==> config.mk <==
export PLATFORM = sky130hd
export DESIGN_NAME = key_conditioner4_flat
export DESIGN_NICKNAME = d
export VERILOG_FILES = /design/src/rtl/key_cond_pkg.sv /design/src/rtl/key_conditioner4_if.sv /design/src/rtl/key_debounce1.sv /design/src/rtl/key_conditioner4.sv /design/src/flat_wrapper.sv
export SDC_FILE = /design/constraint.sdc
export NUM_CORES = 1
export LEC_CHECK = 0
export BUFFER_PORTS_ARGS = -buffer_cell sky130_fd_sc_hd__buf_2
export CORE_MARGIN = 4
export CORE_UTILIZATION = 60
export DETAILED_ROUTE_END_ITERATION = 10
export GPL_TIMING_DRIVEN = 0
export PLACE_DENSITY = 0.84
export SLEW_MARGIN = 20
export SYNTH_ARGS = -nofsm -noshare
export SYNTH_HDL_FRONTEND = slang
export SYNTH_SLANG_ARGS = --single-unit
==> constraint.sdc <==
create_clock -name clock -period 7.4 [get_ports clock]
set_input_delay 0.37 -clock clock [delete_from_list [all_inputs] [get_ports clock]]
set_output_delay 0.37 -clock clock [all_outputs]
set_load 0.01 [all_outputs]
==> src/rtl/key_cond_pkg.sv <==
// Shared constants, types and sizing helper for the key conditioner.
// KEY_COUNT_DEFAULT and DEBOUNCE_CYCLES_DEFAULT are the defaults the parameterised modules start from.
package key_cond_pkg;

  localparam int KEY_COUNT_DEFAULT       = 4;
  localparam int DEBOUNCE_CYCLES_DEFAULT = 50000;

  // The keys are active-low, so the accepted level is encoded the same way.
  typedef enum logic {
    KEY_DOWN = 1'b0,
    KEY_UP   = 1'b1
  } key_level_e;

  function automatic int cnt_width(input int cycles);
    return (cycles < 2) ? 1 : $clog2(cycles);
  endfunction

endpackage

==> src/rtl/key_conditioner4_if.sv <==
// Key bundle between the board keys and the consumer of the conditioned keys.
// The strobes are single-cycle and cannot be stalled: there is no valid/ready backpressure on this interface.
interface key_conditioner4_if import key_cond_pkg::*; #(
  parameter int KEY_COUNT = KEY_COUNT_DEFAULT
);
  logic [KEY_COUNT-1:0] key_raw;
  logic [KEY_COUNT-1:0] pressed;
  logic [KEY_COUNT-1:0] press_pulse;
  logic [KEY_COUNT-1:0] release_pulse;

  modport master (output key_raw, input pressed, press_pulse, release_pulse);
  modport slave  (input key_raw, output pressed, press_pulse, release_pulse);
endinterface

==> src/rtl/key_debounce1.sv <==
// One key: two-flop synchronizer, stability counter, accepted level and edge strobes.
// The counter never wraps; a single agreeing sample restarts the count.
module key_debounce1 import key_cond_pkg::*; #(
  parameter int DEBOUNCE_CYCLES = DEBOUNCE_CYCLES_DEFAULT
) (
  input  logic clock,
  input  logic resetn,
  input  logic resetn_sync,
  input  logic key_raw,
  output logic pressed,
  output logic press_pulse,
  output logic release_pulse
);

  localparam int CNT_W = cnt_width(DEBOUNCE_CYCLES);
  localparam logic [CNT_W-1:0] CNT_MAX = CNT_W'(DEBOUNCE_CYCLES - 1);

  logic [1:0]       sync_q;
  logic             synced;
  key_level_e       stable;
  logic [CNT_W-1:0] cnt;

  // Synchronizer flops release on the raw reset so the key is already sampled
  // while the shared reset synchronizer is still holding the counter logic.
  always_ff @(posedge clock or negedge resetn) begin
    if (!resetn) sync_q <= 2'b11;
    else         sync_q <= {sync_q[0], key_raw};
  end

  assign synced = sync_q[1];

  always_ff @(posedge clock or negedge resetn_sync) begin
    if (!resetn_sync) begin
      stable        <= KEY_UP;
      cnt           <= '0;
      press_pulse   <= 1'b0;
      release_pulse <= 1'b0;
    end else begin
      press_pulse   <= 1'b0;
      release_pulse <= 1'b0;
      if (synced == stable) begin
        cnt <= '0;
      end else if (cnt == CNT_MAX) begin
        stable        <= key_level_e'(synced);
        cnt           <= '0;
        press_pulse   <= ~synced;
        release_pulse <= synced;
      end else begin
        cnt <= cnt + CNT_W'(1);
      end
    end
  end

  assign pressed = (stable == KEY_DOWN);

endmodule

==> src/rtl/key_conditioner4.sv <==
// Debounces KEY_COUNT active-low board keys into levels plus press/release strobes.
// Reset assertion is immediate; deassertion is synchronized once and shared by all keys.
module key_conditioner4 import key_cond_pkg::*; #(
  parameter int DEBOUNCE_CYCLES = DEBOUNCE_CYCLES_DEFAULT,
  parameter int KEY_COUNT       = KEY_COUNT_DEFAULT
) (
  input logic              clock,
  input logic              resetn,
  key_conditioner4_if.slave kif
);

  logic [1:0]           rst_pipe;
  logic                 resetn_sync;
  logic [KEY_COUNT-1:0] pressed_w;
  logic [KEY_COUNT-1:0] press_w;
  logic [KEY_COUNT-1:0] release_w;

  always_ff @(posedge clock or negedge resetn) begin
    if (!resetn) rst_pipe <= 2'b00;
    else         rst_pipe <= {rst_pipe[0], 1'b1};
  end

  assign resetn_sync = rst_pipe[1];

  for (genvar i = 0; i < KEY_COUNT; i++) begin : g_key
    key_debounce1 #(
      .DEBOUNCE_CYCLES(DEBOUNCE_CYCLES)
    ) u_key (
      .clock        (clock),
      .resetn       (resetn),
      .resetn_sync  (resetn_sync),
      .key_raw      (kif.key_raw[i]),
      .pressed      (pressed_w[i]),
      .press_pulse  (press_w[i]),
      .release_pulse(release_w[i])
    );
  end

  assign kif.pressed       = pressed_w;
  assign kif.press_pulse   = press_w;
  assign kif.release_pulse = release_w;

endmodule

==> src/flat_wrapper.sv <==
// flat-port wrapper written by rule: the top's interface ports become plain ports
module key_conditioner4_flat import key_cond_pkg::*;
#(
  parameter int DEBOUNCE_CYCLES = DEBOUNCE_CYCLES_DEFAULT,
  parameter int KEY_COUNT       = KEY_COUNT_DEFAULT
)
  (clock, resetn, kif_key_raw, kif_pressed, kif_press_pulse, kif_release_pulse);
  key_conditioner4_if #(.KEY_COUNT(KEY_COUNT)) kif_i ();
  input logic clock;
  input logic resetn;
  input wire logic [$bits(kif_i.key_raw)-1:0] kif_key_raw;
  output wire logic [$bits(kif_i.pressed)-1:0] kif_pressed;
  output wire logic [$bits(kif_i.press_pulse)-1:0] kif_press_pulse;
  output wire logic [$bits(kif_i.release_pulse)-1:0] kif_release_pulse;
  assign kif_i.key_raw = kif_key_raw;
  assign kif_pressed = kif_i.pressed;
  assign kif_press_pulse = kif_i.press_pulse;
  assign kif_release_pulse = kif_i.release_pulse;
  key_conditioner4 #(.DEBOUNCE_CYCLES(DEBOUNCE_CYCLES), .KEY_COUNT(KEY_COUNT)) u_core (.clock(clock), .resetn(resetn), .kif(kif_i));
endmodule
==> results of run 1 <==
## layout make-up
type	count	area (um^2)	share of cell area
Inverter	17	63.8	0.0147
Tap cell	77	96.3	0.0222
Clock inverter	6	61.3	0.0141
Sequential cell	86	2170	0.500
Buffer	16	116	0.0268
Clock buffer	10	138	0.0317
Multi-Input combinational cell	253	1570	0.362
Timing Repair Buffer	19	123	0.0282
## power by group through the flow
stage / logic [uW] / registers (uW) / clock network [uW]
4_1_cts: 28.7 / 489 / 336
3_5_place_dp: 28.2 / 499 / 0
5_1_grt: 32.7 / 491 / 358
2_1_floorplan: 14.1 / 500 / 0
6_report: 28.1 / 489 / 329
3_3_place_gp: 19.3 / 503 / 0
## per-layer routing
metal  routed length, um  vias up
li1                    -     1314
met4                 160        0
met1                3190     1336
met3                 210       15
met2                3520       54
met5                   0        -
## stage by stage
step	hold slack (ps)	cells
6_report	111	484
5_1_grt	98.3	484
4_1_cts	101	484
3_5_place_dp	210	467
3_3_place_gp	223	466
2_1_floorplan	74.4	372
## cell families (layout without fill, tap and decap cells)
group | Yosys count | count (layout) | share of synthesized area
compound gates | 3 | 3 | 0.00638
xor+xnor | 59 | 59 | 0.132
other cells | 1 | 1 | 0.000957
fa+ha+maj | 4 | 4 | 0.0128
mux | 4 | 4 | 0.0124
simple gates | 182 | 182 | 0.237
buf+inv | 33 | 68 | 0.0460
flops | 86 | 86 | 0.553
## path summary, 6_finish.rpt
kind	end	slack (ps)	cells past startpoint
max in group asynchronous	u_core.g_key[0].u_key.stable$_DFFE_PN1P_	6600	1
max reg2reg	u_core.g_key[0].u_key.cnt[6]$_DFF_PN0_	5400	5
min reg2reg	u_core.g_key[2].u_key.cnt[12]$_DFF_PN0_	190	0
max	u_core.g_key[0].u_key.cnt[6]$_DFF_PN0_	5400	5
min	u_core.g_key[3].u_key.sync_q[0]$_DFF_PN1_	110	1
min in group asynchronous	u_core.g_key[2].u_key.cnt[12]$_DFF_PN0_	190	0
## state kept, by name, summed over array words and instances, names as in the netlist
name	flops
u_core.g_key.u_key.cnt	64
u_core.g_key.u_key.press_pulse	4
u_core.g_key.u_key.release_pulse	4
u_core.g_key.u_key.stable	4
u_core.g_key.u_key.sync_q	8
u_core.rst_pipe	2
## critical path, cell delays in order (launching register included)
cell and delay (ps):
dfrtp_1 440, nor4bb_1 380, nand4_1 290, nand2_1 270
clkbuf_1 390, nor2_1 110
## cell usage in the layout (no fill, tap or decap), types with 11 or more instances in the layout
cell type	n
nor2_1	71
xnor2_1	49
buf_4	13
nand2_1	11
dfrtp_1	73
inv_1	17
dfstp_2	12
buf_2	17
nor3_1	20
nand3_1	25
nand4_1	16
nor4_1	15
==> summary.md, run 1 <==
| Metric | Value |
|---|---|
| IO Pins | `18` |
| Final GP Congestion | `0.878` |
| Synth area leader | `dfrtp_1` |
| CTS Buffer Depth | `2` |
| Post-CTS Resized | `0` |
| Final setup fails | `0` |
| Gr busiest metal | `met2` |
| R2R Path Start | `u_core.g_key[0].u_key.cnt[4]$_DFF_PN0_` |
| Core Area | `approximately 0.0063 mm^2` |
| CP Launch Point | `u_core.g_key[0].u_key.cnt[4]$_DFF_PN0_` |
| GRT met1 Usage | `0.281` |
| Starting density of the core | `0.617` |
| Critical Path RT | `7630 ps` |
| CP Launch Type | `register` |
| Worst VDD drop | `between 0.00015 and 0.0002 V` |
| Top cells by count, synth | `dfrtp_1, nor2_1, xnor2_1, nand3_1, nor3_1` |
| CTS tree | `built` |
| Share of layout cells above drive strength 1 | `0.172` |
| Skew final | `13.4 ps` |
| Inserted Clock Buffers | `9` |
| Crit Path Category | `register to register` |
| First-pass GRT wire length | `12,400 um` |
| Synth top area cells | `dfrtp_1, xnor2_1, dfstp_2` |
| Final instance area | `0.00434 mm^2` |
| DR vias | `2,719` |
| Leading register cell type out of synthesis | `dfrtp_1` |
| Ant diodes | `0` |
| Post-synth top area share | `0.472` |
| Die area | `between 0.007 and 0.008 mm^2` |
| HP Class | `input port to register` |
| Net Sw Frac | `0.227` |
| Placed wire-length estimate | `4730 um` |
| Drt drc | `0` |
| Clock sinks | `86` |
| Final period util | `0.271` |
| Post-Syn Area per Cell | `10.5 um^2` |
| Clock share of power | `0.389` |
| Fmax | `499 MHz` |
| Most frequent cell after synthesis | `dfrtp_1` |
| Post-synth EDFFs | `0` |
| Synth async-reset ratio | `1.00` |
| Total grt overflow | `0` |
| Net Count, Synth | `between 300 and 400` |
| Drt first-iter violations | `between 150 and 200` |
| Mapped cell area | `0.00392 mm^2` |
| Combinational share of power | `0.033` |
| Static Leakage | `0.00179 uW` |
| Routed Antenna Nets | `0` |
| Nets | `412` |
| Data arrival time of the critical path | `between 2000 and 2500 ps` |
| CTS clk-pin slew, worst paths | `about 90 ps` |
| WL final | `7080 um` |
| Via density | `between 5 and 6` |
| Routed len/inst | `14.6 um` |
| Setup Total Neg Slack | `0 ps` |
| Crit-path max FO | `10` |
| Root buf cell | `clkbuf_8` |
| Die X-Extent | `88.8 um` |
| Share of the yosys chip area belonging to registers | `0.553` |
| Row count | `29` |
| Final Hold Fails | `0` |
| Largest net degree at the start of global routing | `60` |
| Setup Buffers After CTS | `0` |
| FILL cells | `451` |
| Dpl ws | `5460 ps` |
| RSZ-0062 raised after global routing | `no` |
| Cells after synthesis | `372` |
| Yosys Warn Count | `0` |
| Worst Setup Slack, final | `around 5400 ps` |
| Sequential power share | `0.578` |
| Port Buf Inserts | `17` |
| CP endpoint kind | `register` |
| Number of global-route vias before repair | `~2.7k` |
| Hold-fix buffers at CTS | `1` |
| Maxcap violations | `0` |
| Pre-antenna DRT Iters | `4` |
| Clock latency on the worst-skew pair | `roughly 360 ps` |
| Util after Layout | `0.684` |
| Pwr Total | `847 uW` |
| Grt met2 use | `0.326` |
| Pint | `654 uW` |
| Count of cell types in the netlist | `31` |
| Clock period minus worst slack | `about 2000 ps` |
| Hold Path Origin | `kif_key_raw[3]` |
| Initial antenna violation count | `0` |
| Synth Register Bits | `86` |
| Cell area power density | `195 mW/mm^2` |
| Switching power | `a little under 200 uW` |
| Met3 usage | `0.0354` |
| Syn-to-layout area delta | `10.8%` |
| Status | `complete, no violations` |
| H-tree depth | `3` |
| Post-placement cell area | `between 0.004 and 0.005 mm^2` |
| Chip Height | `88.8 um` |
| Gr usage total | `0.207` |
| Max-slew violations | `0` |
Power figures use the tool's default switching activity.
==> run 2: changes to the inputs <==
--- a/config.mk
+++ b/config.mk
@@ -7,10 +7,10 @@
 export LEC_CHECK = 0
 export BUFFER_PORTS_ARGS = -buffer_cell sky130_fd_sc_hd__buf_2
 export CORE_MARGIN = 4
-export CORE_UTILIZATION = 60
+export CORE_UTILIZATION = 55
 export DETAILED_ROUTE_END_ITERATION = 10
 export GPL_TIMING_DRIVEN = 0
-export PLACE_DENSITY = 0.84
+export PLACE_DENSITY = 0.81
 export SLEW_MARGIN = 20
 export SYNTH_ARGS = -nofsm -noshare
 export SYNTH_HDL_FRONTEND = slang
==> constraint.sdc (replaced) <==
create_clock -name clock -period 1.8 [get_ports clock]
set_input_delay 0.09 -clock clock [delete_from_list [all_inputs] [get_ports clock]]
set_output_delay 0.09 -clock clock [all_outputs]
set_load 0.01 [all_outputs]
==> summary.md, run 2 (synthesis results as in run 1) <==
| Metric | Value |
|---|---|
| Ant diodes | `0 (unchanged)` |
| Final GP Congestion | `0.878 (about the same)` |
| Fmax | `547 MHz (was 499 MHz)` |
| Slowest-stage cell, CP | `or4_4 (was dfrtp_1)` |
| Cell area power density | `743 mW/mm^2 (was 195 mW/mm^2)` |
| Combinational share of power | `0.041 (was 0.033)` |
| CTS clk-pin slew, worst paths | `90 ps (about the same)` |
| Delay-heaviest family, CP | `simple AND/OR/NAND/NOR gates (unchanged)` |
| Die area | `0.00854 mm^2 (was 0.00789 mm^2)` |
| Crit. path cell count | `5 (unchanged)` |
| Total grt overflow | `0 (unchanged)` |
| CP Launch Type | `register (unchanged)` |
| Biggest register | `u_core.g_key.u_key.cnt (unchanged)` |
| Clock period minus worst slack | `1830 ps (was 2000 ps)` |
| Row count | `30 (was 29)` |
| IO Pins | `18 (unchanged)` |
| Bufs and invs on worst path | `1 (unchanged)` |
| Switching power | `848 uW (was 192 uW)` |
| Syn-to-layout area delta | `16.5% (was 10.8%)` |
| Violated checks | `negative setup slack` |
| Core Area | `0.00687 mm^2 (was 0.00635 mm^2)` |
| Max-slew violations | `0 (unchanged)` |
| Final setup fails | `12 (was 0)` |
| CTS tree | `built (unchanged)` |
| FILL cells | `505 (was 451)` |
| WL final | `7510 um (was 7080 um)` |
| Largest register FFs | `64 (unchanged)` |
| Starting density of the core | `0.571 (was 0.617)` |
| Slowest cell delay on critical path | `600 ps (was 440 ps)` |
| Nets | `429 (was 412)` |
| Via density | `5.42 (was 5.62)` |
| HP Class | `input port to async pin (was input port to register)` |
| Final instance area | `0.00457 mm^2 (was 0.00434 mm^2)` |
| Reg2Reg Capture Point | `u_core.g_key[1].u_key.cnt[12]$_DFF_PN0_ (was u_core.g_key[0].u_key.cnt[6]$_DFF_PN0_)` |
| Pre-antenna DRT Iters | `4 (unchanged)` |
| Inserted Clock Buffers | `9 (unchanged)` |
| Data arrival time of the critical path | `2080 ps (was 2230 ps)` |
| DR vias | `2,819 (was 2,719)` |
| Skew final | `13.3 ps (was 13.4 ps)` |
| Chip Height | `92.4 um (was 88.8 um)` |
| Critical-path cell list | `or3_1 > or4_4 > nand2_4 > clkbuf_16 > nor2_4 (was nor4bb_1 > nand4_1 > nand2_1 > clkbuf_1 > nor2_1)` |
| Worst r2r path cells | `5 (unchanged)` |
| Sequential power share | `0.594 (was 0.578)` |
| Crit-path max FO | `5 (was 10)` |
| Util after Layout | `0.665 (was 0.684)` |
| Clock share of power | `0.364 (was 0.389)` |
| H-tree depth | `3 (unchanged)` |
| Placed wire-length estimate | `4750 um (was 4730 um)` |
| Net Sw Frac | `0.250 (was 0.227)` |
| Maxcap violations | `0 (unchanged)` |
| Number of global-route vias before repair | `2,686 (was 2,670)` |
| Pint | `2540 uW (was 654 uW)` |
| Commonest cells after routing, fill and taps aside | `dfrtp_1, nor2_1, xnor2_1, buf_4, nand3_1 (was dfrtp_1, nor2_1, xnor2_1, nand3_1, nor3_1)` |
| Clock latency on the worst-skew pair | `360 ps (about the same)` |
| R2R Path Start | `u_core.g_key[1].u_key.cnt[10]$_DFF_PN0_ (was u_core.g_key[0].u_key.cnt[4]$_DFF_PN0_)` |
| First-pass GRT wire length | `12,100 um (was 12,400 um)` |
| Largest net degree at the start of global routing | `55 (was 60)` |
| Worst Setup Slack, final | `-28.3 ps (was 5400 ps)` |
| CTS Buffer Depth | `2 (unchanged)` |
| Static Leakage | `0.00186 uW (was 0.00179 uW)` |
| Status | `complete, but fails checks (was complete, no violations)` |
| Drt drc | `0 (unchanged)` |
| Drt first-iter violations | `111 (was 154)` |
| Dpl ws | `-140 ps (was 5460 ps)` |
| Final Hold Fails | `0 (unchanged)` |
| Share of layout cells above drive strength 1 | `0.231 (was 0.172)` |
| CP endpoint kind | `register (unchanged)` |
| Gr usage total | `0.180 (was 0.207)` |
| Clock sinks | `86 (unchanged)` |
| Die X-Extent | `92.4 um (was 88.8 um)` |
| Worst reg-to-reg setup slack | `-30 ps (was 5400 ps)` |
| Critical Path RT | `2050 ps (was 7630 ps)` |
| Top flop regs | `u_core.g_key.u_key.cnt (64), u_core.g_key.u_key.sync_q (8) (unchanged)` |
| Port Buf Inserts | `17 (unchanged)` |
| Root buf cell | `clkbuf_8 (unchanged)` |
| Worst hold slack | `112 ps (was 111 ps)` |
| Post-placement cell area | `0.00416 mm^2 (was 0.00413 mm^2)` |
| Routed len/inst | `14.4 um (was 14.6 um)` |
| Worst VDD drop | `0.000509 V (was 0.000172 V)` |
| Initial antenna violation count | `0 (unchanged)` |
| Inst Count DP | `486 (was 467)` |
| Commonest non-fill, non-tap cell in the layout | `dfrtp_1 (unchanged)` |
| RSZ-0062 raised after global routing | `yes (was no)` |
| Crit Path Category | `register to register (unchanged)` |
| Routed Antenna Nets | `0 (unchanged)` |
| Final period util | `1.02 (was 0.271)` |
| Finished Layout Cells | `520 (was 484)` |
run 2: per-layer routing:
layer,vias to the layer above,GRT usage,share of wire
met2,70,0.293,0.50
met4,0,0.0780,0.025
met1,1387,0.221,0.43
met3,15,0.0536,0.044
met5,-,0,0
li1,1347,-,-
run 2: stage by stage:
stage | TNS (ps) | total power (uW)
2_1_floorplan | 0 | 2110
6_report | -214 | 3390
3_3_place_gp | -1710 | 2150
4_1_cts | 0 | 3380
3_5_place_dp | -2690 | 2160
5_1_grt | -968 | 3510
run 2: repair_timing:
item | in CTS | in global routing
setup buffers | 3 | 10
pin swaps | 2 | 9
endpoints found under the setup margin | 41 | 50
gates resized for setup | 1 | 20
hold buffers | 5 | 0
cloned | 0 | 1
endpoints found under the hold margin | 14 | 0
run 2: final cells by class:
| cell class | instances | area, um^2 | share of cell area |
|---|---|---|---|
| buffer | 15 | 118 | 0.0258 |
| tap | 96 | 120 | 0.0263 |
| timing repair buffer | 37 | 285 | 0.0625 |
| inverter | 17 | 63.8 | 0.0140 |
| multi-input combinational | 253 | 1630 | 0.358 |
| clock inverter | 6 | 46.3 | 0.0101 |
| sequential | 86 | 2170 | 0.476 |
| clock buffer | 10 | 128 | 0.0280 |
run 2: worst max-delay path by stage:
stage                                                   end                                     from
global placement     u_core.g_key[2].u_key.cnt[8]$_DFF_PN0_   u_core.g_key[2].u_key.cnt[0]$_DFF_PN0_
global route        u_core.g_key[1].u_key.cnt[14]$_DFF_PN0_   u_core.g_key[1].u_key.cnt[0]$_DFF_PN0_
detailed placement  u_core.g_key[2].u_key.cnt[10]$_DFF_PN0_   u_core.g_key[2].u_key.cnt[0]$_DFF_PN0_
floorplan           u_core.g_key[1].u_key.cnt[10]$_DFF_PN0_  u_core.g_key[1].u_key.cnt[11]$_DFF_PN0_
CTS                 u_core.g_key[2].u_key.cnt[10]$_DFF_PN0_   u_core.g_key[2].u_key.cnt[0]$_DFF_PN0_
finish              u_core.g_key[1].u_key.cnt[12]$_DFF_PN0_  u_core.g_key[1].u_key.cnt[10]$_DFF_PN0_
run 2: power groups by stage:
stage,clock [uW],combinational [uW],sequential [uW]
final,1230,140,2020
after floorplan,0,57.9,2060
after detailed placement,0,112,2050
after global routing,1330,157,2020
after global placement,0,79.1,2070
after CTS,1250,123,2010
